==> src/rtl/adc_capture_gate_pkg.sv <==
`default_nettype none
// +----------------------------------------------------------------------+
// | Module   : adc_capture_gate_pkg                                      |
// | Brief    : Shared types, lane geometry and data mask helper for the  |
// |            ADC capture gate.                                         |
// | Revision : 1.0 - initial release                                     |
// +----------------------------------------------------------------------+
package adc_capture_gate_pkg;

    localparam int NSAMP    = 8;
    localparam int SAMPBITS = 12;
    localparam int LANEBITS = 16;
    localparam int DATAW    = NSAMP * LANEBITS;

    typedef enum logic [1:0] {
        IDLE  = 2'd0,
        DELAY = 2'd1,
        GATE  = 2'd2,
        HOLD  = 2'd3
    } state_t;

    // Samples sit in the top SAMPBITS of each lane; the low bits carry no data.
    function automatic logic [DATAW-1:0] zero_low_nibbles(input logic [DATAW-1:0] d);
        logic [DATAW-1:0] r;
        r = d;
        for (int i = 0; i < NSAMP; i++) begin
            r[LANEBITS*i +: (LANEBITS-SAMPBITS)] = '0;
        end
        return r;
    endfunction

endpackage
`default_nettype wire

==> src/rtl/adc_capture_gate_trigger_sync.sv <==
`default_nettype none
// +----------------------------------------------------------------------+
// | Module   : capture_trigger_sync                                      |
// | Brief    : Two-flop synchroniser for capture_i plus rising-edge      |
// |            detect; one trigger per request however long it is held. |
// | Revision : 1.0 - initial release                                     |
// +----------------------------------------------------------------------+
module capture_trigger_sync (
    input  logic aclk,
    input  logic aresetn,
    input  logic capture_i,
    output logic trig_o
);

    logic r_meta;
    logic r_sync;
    logic r_sync_d;

    always_ff @(posedge aclk or negedge aresetn) begin
        if (!aresetn) begin
            r_meta   <= 1'b0;
            r_sync   <= 1'b0;
            r_sync_d <= 1'b0;
        end else begin
            r_meta   <= capture_i;
            r_sync   <= r_meta;
            r_sync_d <= r_sync;
        end
    end

    // Decoded from flops only, so the pulse is clean for the FSM's third edge.
    assign trig_o = r_sync & ~r_sync_d;

endmodule
`default_nettype wire

==> src/rtl/adc_capture_gate.sv <==
`default_nettype none
// +----------------------------------------------------------------------+
// | Module   : adc_capture_gate                                          |
// | Brief    : Waits a programmable delay after a capture request, then  |
// |            passes a fixed-length window of ADC data, zeros otherwise.|
// |            ADC_CAPTURE_GATE_TLAST_EN adds m_tlast and first_o.       |
// | Revision : 1.0 - initial release                                     |
// +----------------------------------------------------------------------+
module adc_capture_gate
    import adc_capture_gate_pkg::*;
#(
    parameter int NBEATS_W       = 16,
    parameter int DEFAULT_DELAY  = 32,
    parameter int DEFAULT_LENGTH = 32,
    parameter int HOLDOFF        = 64
) (
    input  logic                aclk,
    input  logic                aresetn,
    input  logic                capture_i,
    input  logic [NBEATS_W-1:0] delay_i,
    input  logic [NBEATS_W-1:0] length_i,
    input  logic [127:0]        s_tdata,
    input  logic                s_tvalid,
    output logic                s_tready,
    output logic [127:0]        m_tdata,
    output logic                m_tvalid,
    output logic                busy_o,
    output logic                done_o,
    output logic [7:0]          drop_count_o
`ifdef ADC_CAPTURE_GATE_TLAST_EN
    ,
    output logic                m_tlast,
    output logic                first_o
`endif
);

    localparam logic [NBEATS_W-1:0] c_one       = NBEATS_W'(1);
    localparam logic [NBEATS_W-1:0] c_holdoff   = NBEATS_W'(HOLDOFF);
    localparam logic [NBEATS_W-1:0] c_def_delay = NBEATS_W'(DEFAULT_DELAY);
    localparam logic [NBEATS_W-1:0] c_def_len   = NBEATS_W'(DEFAULT_LENGTH);

    logic                w_trig;
    logic                w_last;
    logic [NBEATS_W-1:0] w_delay_sel;
    logic [NBEATS_W-1:0] w_len_sel;

    state_t              r_state;
    logic [NBEATS_W-1:0] r_cnt;
    logic [NBEATS_W-1:0] r_len;

    capture_trigger_sync u_trigger_sync (
        .aclk      (aclk),
        .aresetn   (aresetn),
        .capture_i (capture_i),
        .trig_o    (w_trig)
    );

    assign w_last      = (r_cnt == c_one);
    assign w_delay_sel = (delay_i  == '0) ? c_def_delay : delay_i;
    assign w_len_sel   = (length_i == '0) ? c_def_len   : length_i;

    // One counter serves all three timed phases; each phase ends when it reads 1.
    always_ff @(posedge aclk or negedge aresetn) begin
        if (!aresetn) begin
            r_state      <= IDLE;
            r_cnt        <= '0;
            r_len        <= '0;
            s_tready     <= 1'b0;
            m_tvalid     <= 1'b0;
            m_tdata      <= '0;
            busy_o       <= 1'b0;
            done_o       <= 1'b0;
            drop_count_o <= '0;
`ifdef ADC_CAPTURE_GATE_TLAST_EN
            m_tlast      <= 1'b0;
            first_o      <= 1'b0;
`endif
        end else begin
            s_tready <= 1'b1;
            m_tvalid <= 1'b1;
            done_o   <= 1'b0;

            case (r_state)
                IDLE: begin
                    if (w_trig) begin
                        r_cnt   <= w_delay_sel;
                        r_len   <= w_len_sel;
                        r_state <= DELAY;
                        busy_o  <= 1'b1;
                    end
                end
                DELAY: begin
                    if (w_last) begin
                        r_cnt   <= r_len;
                        r_state <= GATE;
                    end else begin
                        r_cnt <= r_cnt - c_one;
                    end
                end
                GATE: begin
                    if (w_last) begin
                        r_cnt   <= c_holdoff;
                        r_state <= HOLD;
                        done_o  <= 1'b1;
                    end else begin
                        r_cnt <= r_cnt - c_one;
                    end
                end
                HOLD: begin
                    if (w_last) begin
                        r_state <= IDLE;
                        busy_o  <= 1'b0;
                    end else begin
                        r_cnt <= r_cnt - c_one;
                    end
                end
                default: begin
                    r_state <= IDLE;
                    busy_o  <= 1'b0;
                end
            endcase

            if (w_trig && (r_state != IDLE) && (drop_count_o != 8'hFF)) begin
                drop_count_o <= drop_count_o + 8'd1;
            end

            m_tdata <= ((r_state == GATE) && s_tvalid) ? zero_low_nibbles(s_tdata) : '0;
`ifdef ADC_CAPTURE_GATE_TLAST_EN
            m_tlast <= (r_state == GATE) && w_last;
            first_o <= (r_state == GATE) && (r_cnt == r_len);
`endif
        end
    end

endmodule
`default_nettype wire
==> config.mk <==
export PLATFORM = sky130hd
export DESIGN_NAME = adc_capture_gate
export DESIGN_NICKNAME = d
export VERILOG_FILES = /design/src/rtl/adc_capture_gate_pkg.sv /design/src/rtl/adc_capture_gate_trigger_sync.sv /design/src/rtl/adc_capture_gate.sv
export SDC_FILE = /design/constraint.sdc
export NUM_CORES = 1
export LEC_CHECK = 0
export ABC_CLOCK_PERIOD_IN_PS = 3000
export CORE_MARGIN = 10
export CORE_UTILIZATION = 55
export CTS_CLUSTER_DIAMETER = 30
export DETAILED_ROUTE_END_ITERATION = 16
export DONT_BUFFER_PORTS = 1
export PLACE_DENSITY = 0.81
export SETUP_SLACK_MARGIN = 0.2
export SYNTH_ARGS = -nofsm -noshare
export SYNTH_HDL_FRONTEND = slang
export SYNTH_SLANG_ARGS = --single-unit
==> constraint.sdc <==
create_clock -name aclk -period 3 [get_ports aclk]
set_input_delay 0.9 -clock aclk [delete_from_list [all_inputs] [get_ports aclk]]
set_output_delay 0.9 -clock aclk [all_outputs]
set_load 0.02 [all_outputs]
# == Word-level counts from Yosys, hierarchy flattened ==
# Index checks and enable logic that the tools add are counted.
# totals
inputBits,164
output_inout_bits,140
elab_cells,55
ff_bits,176
# classes
n_eq_ne,10
mux,18
n_bitwise,2
add_sub_neg,2
reduce_logical,12
# ops
operator,count
$mux W128,1
$mux W16,6
$pmux W16 S4,1
$logic_not A16 Y1,2
$eq A16 B1 Y1 const B,1
$sub A16 B1 Y16 const B,1
$ne A2 B2 Y1 const B,5
$add A8 B1 Y8 const B,1
$mux W2,4
$ne A8 B8 Y1 const B,1
$pmux W2 S4,1
$eq A2 B2 Y1 const B,2
$mux W1,4
$reduce_and A2 Y1,2
$reduce_and A4 Y1,1
$reduce_bool A2 Y1,2
$logic_and A1 B1 Y1,3
$reduce_and A3 Y1,1
$eq A2 B1 Y1 const B,1
$logic_not A2 Y1,1
$pmux W1 S2,1
$and A1 B1 Y1,1
$not A1 Y1,1

# == Longest topological paths before layout ==
# logic_depth
word_depth,4
ltp_mapped,9
depth_no_buf,7

# == By module ==
# From an unflattened synthesis, not the netlist that was laid out.
# unflattened
cells_unflattened,503
hier_area_um2,6043.3
# by_module_without_submodules
module,seq_area_each_um2,area_each_um2,n_inst,cells_per_inst
adc_capture_gate,3528.4,5954.5,1,499
capture_trigger_sync,75.1,88.8,1,4

# == Worst setup path before layout ==
# No wires, ideal clock.
# synth_path
kind,input-to-reg
from,input port delay_i[2]
to,register r_cnt[0]
required_ns,2.865
n_path_buf,0
path_stages,5
arrival_ns,2.204
path_slack_ns,0.662
setup_ns,0.135
path_cell_list,or4_1 -> o41ai_1 -> a211oi_1 -> a22oi_1 -> o31ai_1
# synth_via
elab_chain_cells,4
# synth_lines
element,line_no,source
"start, declared",adc_capture_gate.sv:20,"input logic [NBEATS_W-1:0] delay_i,"
$logic_not A16 Y1,adc_capture_gate.sv:59,assign w_delay_sel = (delay_i == '0) ? c_def_delay : delay_i;
$mux W16,adc_capture_gate.sv:59,
$mux W16,adc_capture_gate.sv:85,if (w_trig) begin
$pmux W16 S4,adc_capture_gate.sv:83,case (r_state)
"end signal, assigned",adc_capture_gate.sv:86,r_cnt <= w_delay_sel;
"end signal, assigned",adc_capture_gate.sv:94,r_cnt <= r_len;
"end signal, assigned",adc_capture_gate.sv:97,r_cnt <= r_cnt - c_one;
"end, declared",adc_capture_gate.sv:48,logic [NBEATS_W-1:0] r_cnt;
# Every way passes these cells. The select of a mux whose other input is x is not followed.
# A chain may end at the register's enable or synchronous reset.

# == Worst setup path in the final report ==
# layout_path
from,register r_cnt[1]
to,register r_cnt[13]
# layout_via
elab_chain_cells,3
word_cells_on_any_way,8
cone_classes,add/sub: 1; eq/ne: 2; mux: 4; reduce/logical: 1
# layout_lines
element,line_no,source
$sub A16 B1 Y16 or $eq A16 B1 Y1 (tied branches),--,
"$mux W16, or another cell as far along",adc_capture_gate.sv:110,if (w_last) begin
$pmux W16 S4 or $reduce_and A2 Y1 (tied branches),--,
# Parallel ways exist; a longest one is shown, timed or not. The select of a mux whose other input is x is not followed.

==> results.cfg <==
[status]
status = finished clean

[synthesis]
synth-edff-count = 0
avgSynthCellArea_um2 = 11.98
yosysTopAreaCellShare = 0.5897
synth_cells = 510
synth_cell_types = 62
ys_top_cells_by_count = 144 x dfrtp_1, 97 x and3_1, 35 x buf_4, 27 x clkbuf_1, 17 x mux2_2
yosys_warnings = 0
synth-seq-cells = 144
yosysMostFrequentCell = dfrtp_1
syn-cell-area_mm2 = 0.006111
seq_area_frac_synth = 0.5897
synthArstFlopShare = 1.000
ys_top_cells_by_area = dfrtp_1 59%, and3_1 9.9%, buf_4 4.3%, mux2_2 3.1%, xnor2_1 1.7%
synth_top_cell_by_area = dfrtp_1
ys.flop_type = dfrtp_1

[global_routing]
grt_max_degree = 145
overflow = 0
grt_pass1_wl_mm = 24.54
antenna_found_initial = 1
grt_pass1_vias = 4016
use_met3 = 0.07140
grtUsageMet2 = 0.3264
grt_use_total = 0.1973
grtUsageMet1 = 0.2336
busiest_layer = met2

[sta]
fmax_mhz = 407.2
finalCriticalPeriod_ns = 2.456
setup_viol = 0
rsz0062_at_grt = false
finalMaxSlewViolations = 0
worst_pin_slew_ns = 0.8018
finalHoldViolations = 0
post-route-period-util = 0.8187
clock_skew_ns = 0.009848
setup_ws_ns = 0.5440
finalSetupTns_ns = 0
relSlewSlack = 0.4638

[drt]
first_pass_iters = 5
drc = 0
ant_nets = 0
vias_per_cell = 6.111
wl_mm = 16.11
wl_per_cell_um = 24.86
vias = 3960
drt_iter0_drc = 426

[clock_tree]
cts_made_buffers = 17
tritoncts = yes
clockRootBuffer = clkbuf_8
cts_resized = 0
cts_setup_buffers = 0
clk_latency_ns = 0.52
cts_hold_buf = 0
cts_buffer_depth = 2
clkSinkCount = 144
clk_pin_slew_ns = 0.06
htreeDepth = 4

[power]
clkPwrFrac = 0.320
seqPwrFrac = 0.435
intPower_mw = 4.562
power_leakage_nw = 3.411
switchingPower_mw = 2.602
p_comb_frac = 0.245
irDropWorstVdd_mv = 0.5215
power.density_mw_per_mm2 = 1077
swShare = 0.3632
power_mw = 7.164

[worst_setup_path]
crit_arrival_ns = 2.86
crit_path_end_kind = register
required_ns = 3.40
crit_fanout = 10
setup.worst_path.start_class = register
crit_type = reg -> reg

[die]
ios = 304
start_util = 0.5637
core_area_mm2 = 0.01084
die_h_um = 125.4
rows = 38
die-area_mm2 = 0.01573
die_width_um = 125.4

[placed_design]
place.gp.congestion = 0.9107
dp_cells = 615
port_buffers = 0
hpwl_mm = 11.82
place_ws_ns = 0.5656

[cells_and_area]
nets = 665
finish.cell_count_without_fillers = 648
drive_gt1_frac = 0.1302
area_growth_pct = 8.825

[job]
cap_violations = 0

[hold_path]
min_path_type = in -> async
[cells in the final DEF, fill, tap and decap left out, types with 3 or more instances in the layout]
cell,instances
a211oi_1,4
a21oi_1,10
a221oi_1,5
a22o_1,4
a22oi_1,3
a31oi_1,3
and2_1,4
and3_1,97
buf_4,4
bufinv_16,4
clkbuf_16,16
conb_1,33
dfrtp_1,144
ha_1,6
inv_1,11
inv_6,3
inv_8,6
mux2_2,17
nand2_1,13
nand2b_1,4
nand3_1,3
nand4_1,7
nor2_1,10
nor2b_1,4
nor3_1,5
nor4_1,4
o21ai_0,10
o31ai_1,8
or4_1,6
xnor2_1,12
xor2_1,5
[path summary, 6_finish.rpt]
kind / start / slack (ns) / end / cells past startpoint
worst max-delay path: r_cnt[1]$_DFFE_PN0P_ / 0.54 / r_cnt[13]$_DFFE_PN0P_ / 7
worst min-delay path: aresetn / 0.09 / drop_count_o[2]$_DFFE_PN0P_ / 0
worst max register to register: r_cnt[1]$_DFFE_PN0P_ / 0.54 / r_cnt[13]$_DFFE_PN0P_ / 7
worst min register to register: u_trigger_sync.r_meta$_DFF_PN0_ / 0.35 / u_trigger_sync.r_sync$_DFF_PN0_ / 0
max in group asynchronous: aresetn / 2.58 / r_cnt[14]$_DFFE_PN0P_ / 0
min in group aclk: u_trigger_sync.r_meta$_DFF_PN0_ / 0.35 / u_trigger_sync.r_sync$_DFF_PN0_ / 0
[kinds of logic (layout without fill, tap and decap cells)]
family	after synthesis	count (layout)	share of synthesized area
mux	17	17	0.03133
fa+ha+maj	7	7	0.01433
flops	144	144	0.5897
xor+xnor	17	17	0.02436
other cells	2	34	0.001229
simple gates	176	176	0.1818
buf+inv	81	47	0.07883
compound gates	66	66	0.07842
[per-layer routing]
layer / vias to the layer above / wire length, um
met5: - / 0
met4: 0 / 294
met3: 20 / 1470
met2: 247 / 8212
met1: 1973 / 6134
li1: 1720 / -
[area by class of cell]
type                       instances  area, um2
fill                             829       4190
sequential                       144       3603
multi-input combinational        316       2145
clock buffer                      17      414.1
clock inverter                    15      239.0
tap                              140      175.2
inverter                          11      41.29
timing repair buffer               4      30.03
antenna                            1      2.502
[worst max-delay path, stage by stage (launching register included)]
cell and delay [ns]:
dfrtp_1 0.42, inv_1 0.10, ha_1 0.16, nor3b_1 0.40, and4_2 0.42, and2_1 0.38, a221oi_1 0.17, o31ai_1 0.29
[metrics by stage]
step	hold WS (ns)	util	area [um2]
6_report	0.08554	0.6135	6650
3_3_place_gp	0.3348	0.5530	5995
2_1_floorplan	0.3312	-	6227
3_5_place_dp	0.3362	0.5530	5995
5_1_grt	0.04350	0.6135	6650
4_1_cts	0.05456	0.6132	6648
[power groups by stage]
| stage | logic (mW) | registers [mW] | clock network (mW) |
|---|---|---|---|
| floorplan | 1.54 | 2.96 | 0 |
| global placement | 1.64 | 3.12 | 0 |
| detailed placement | 1.72 | 3.14 | 0 |
| CTS | 1.74 | 3.11 | 2.34 |
| global route | 1.94 | 3.17 | 2.44 |
| finish | 1.76 | 3.12 | 2.29 |
[state kept, by name (all words and copies together), names as in the netlist, 2 cells and up]
| register | flops |
|---|---|
| r_cnt | 16 |
| r_state | 2 |
| drop_count_o | 8 |
| r_len | 16 |
| m_tdata | 96 |
Note: power is estimated with default switching activity, not from simulation.
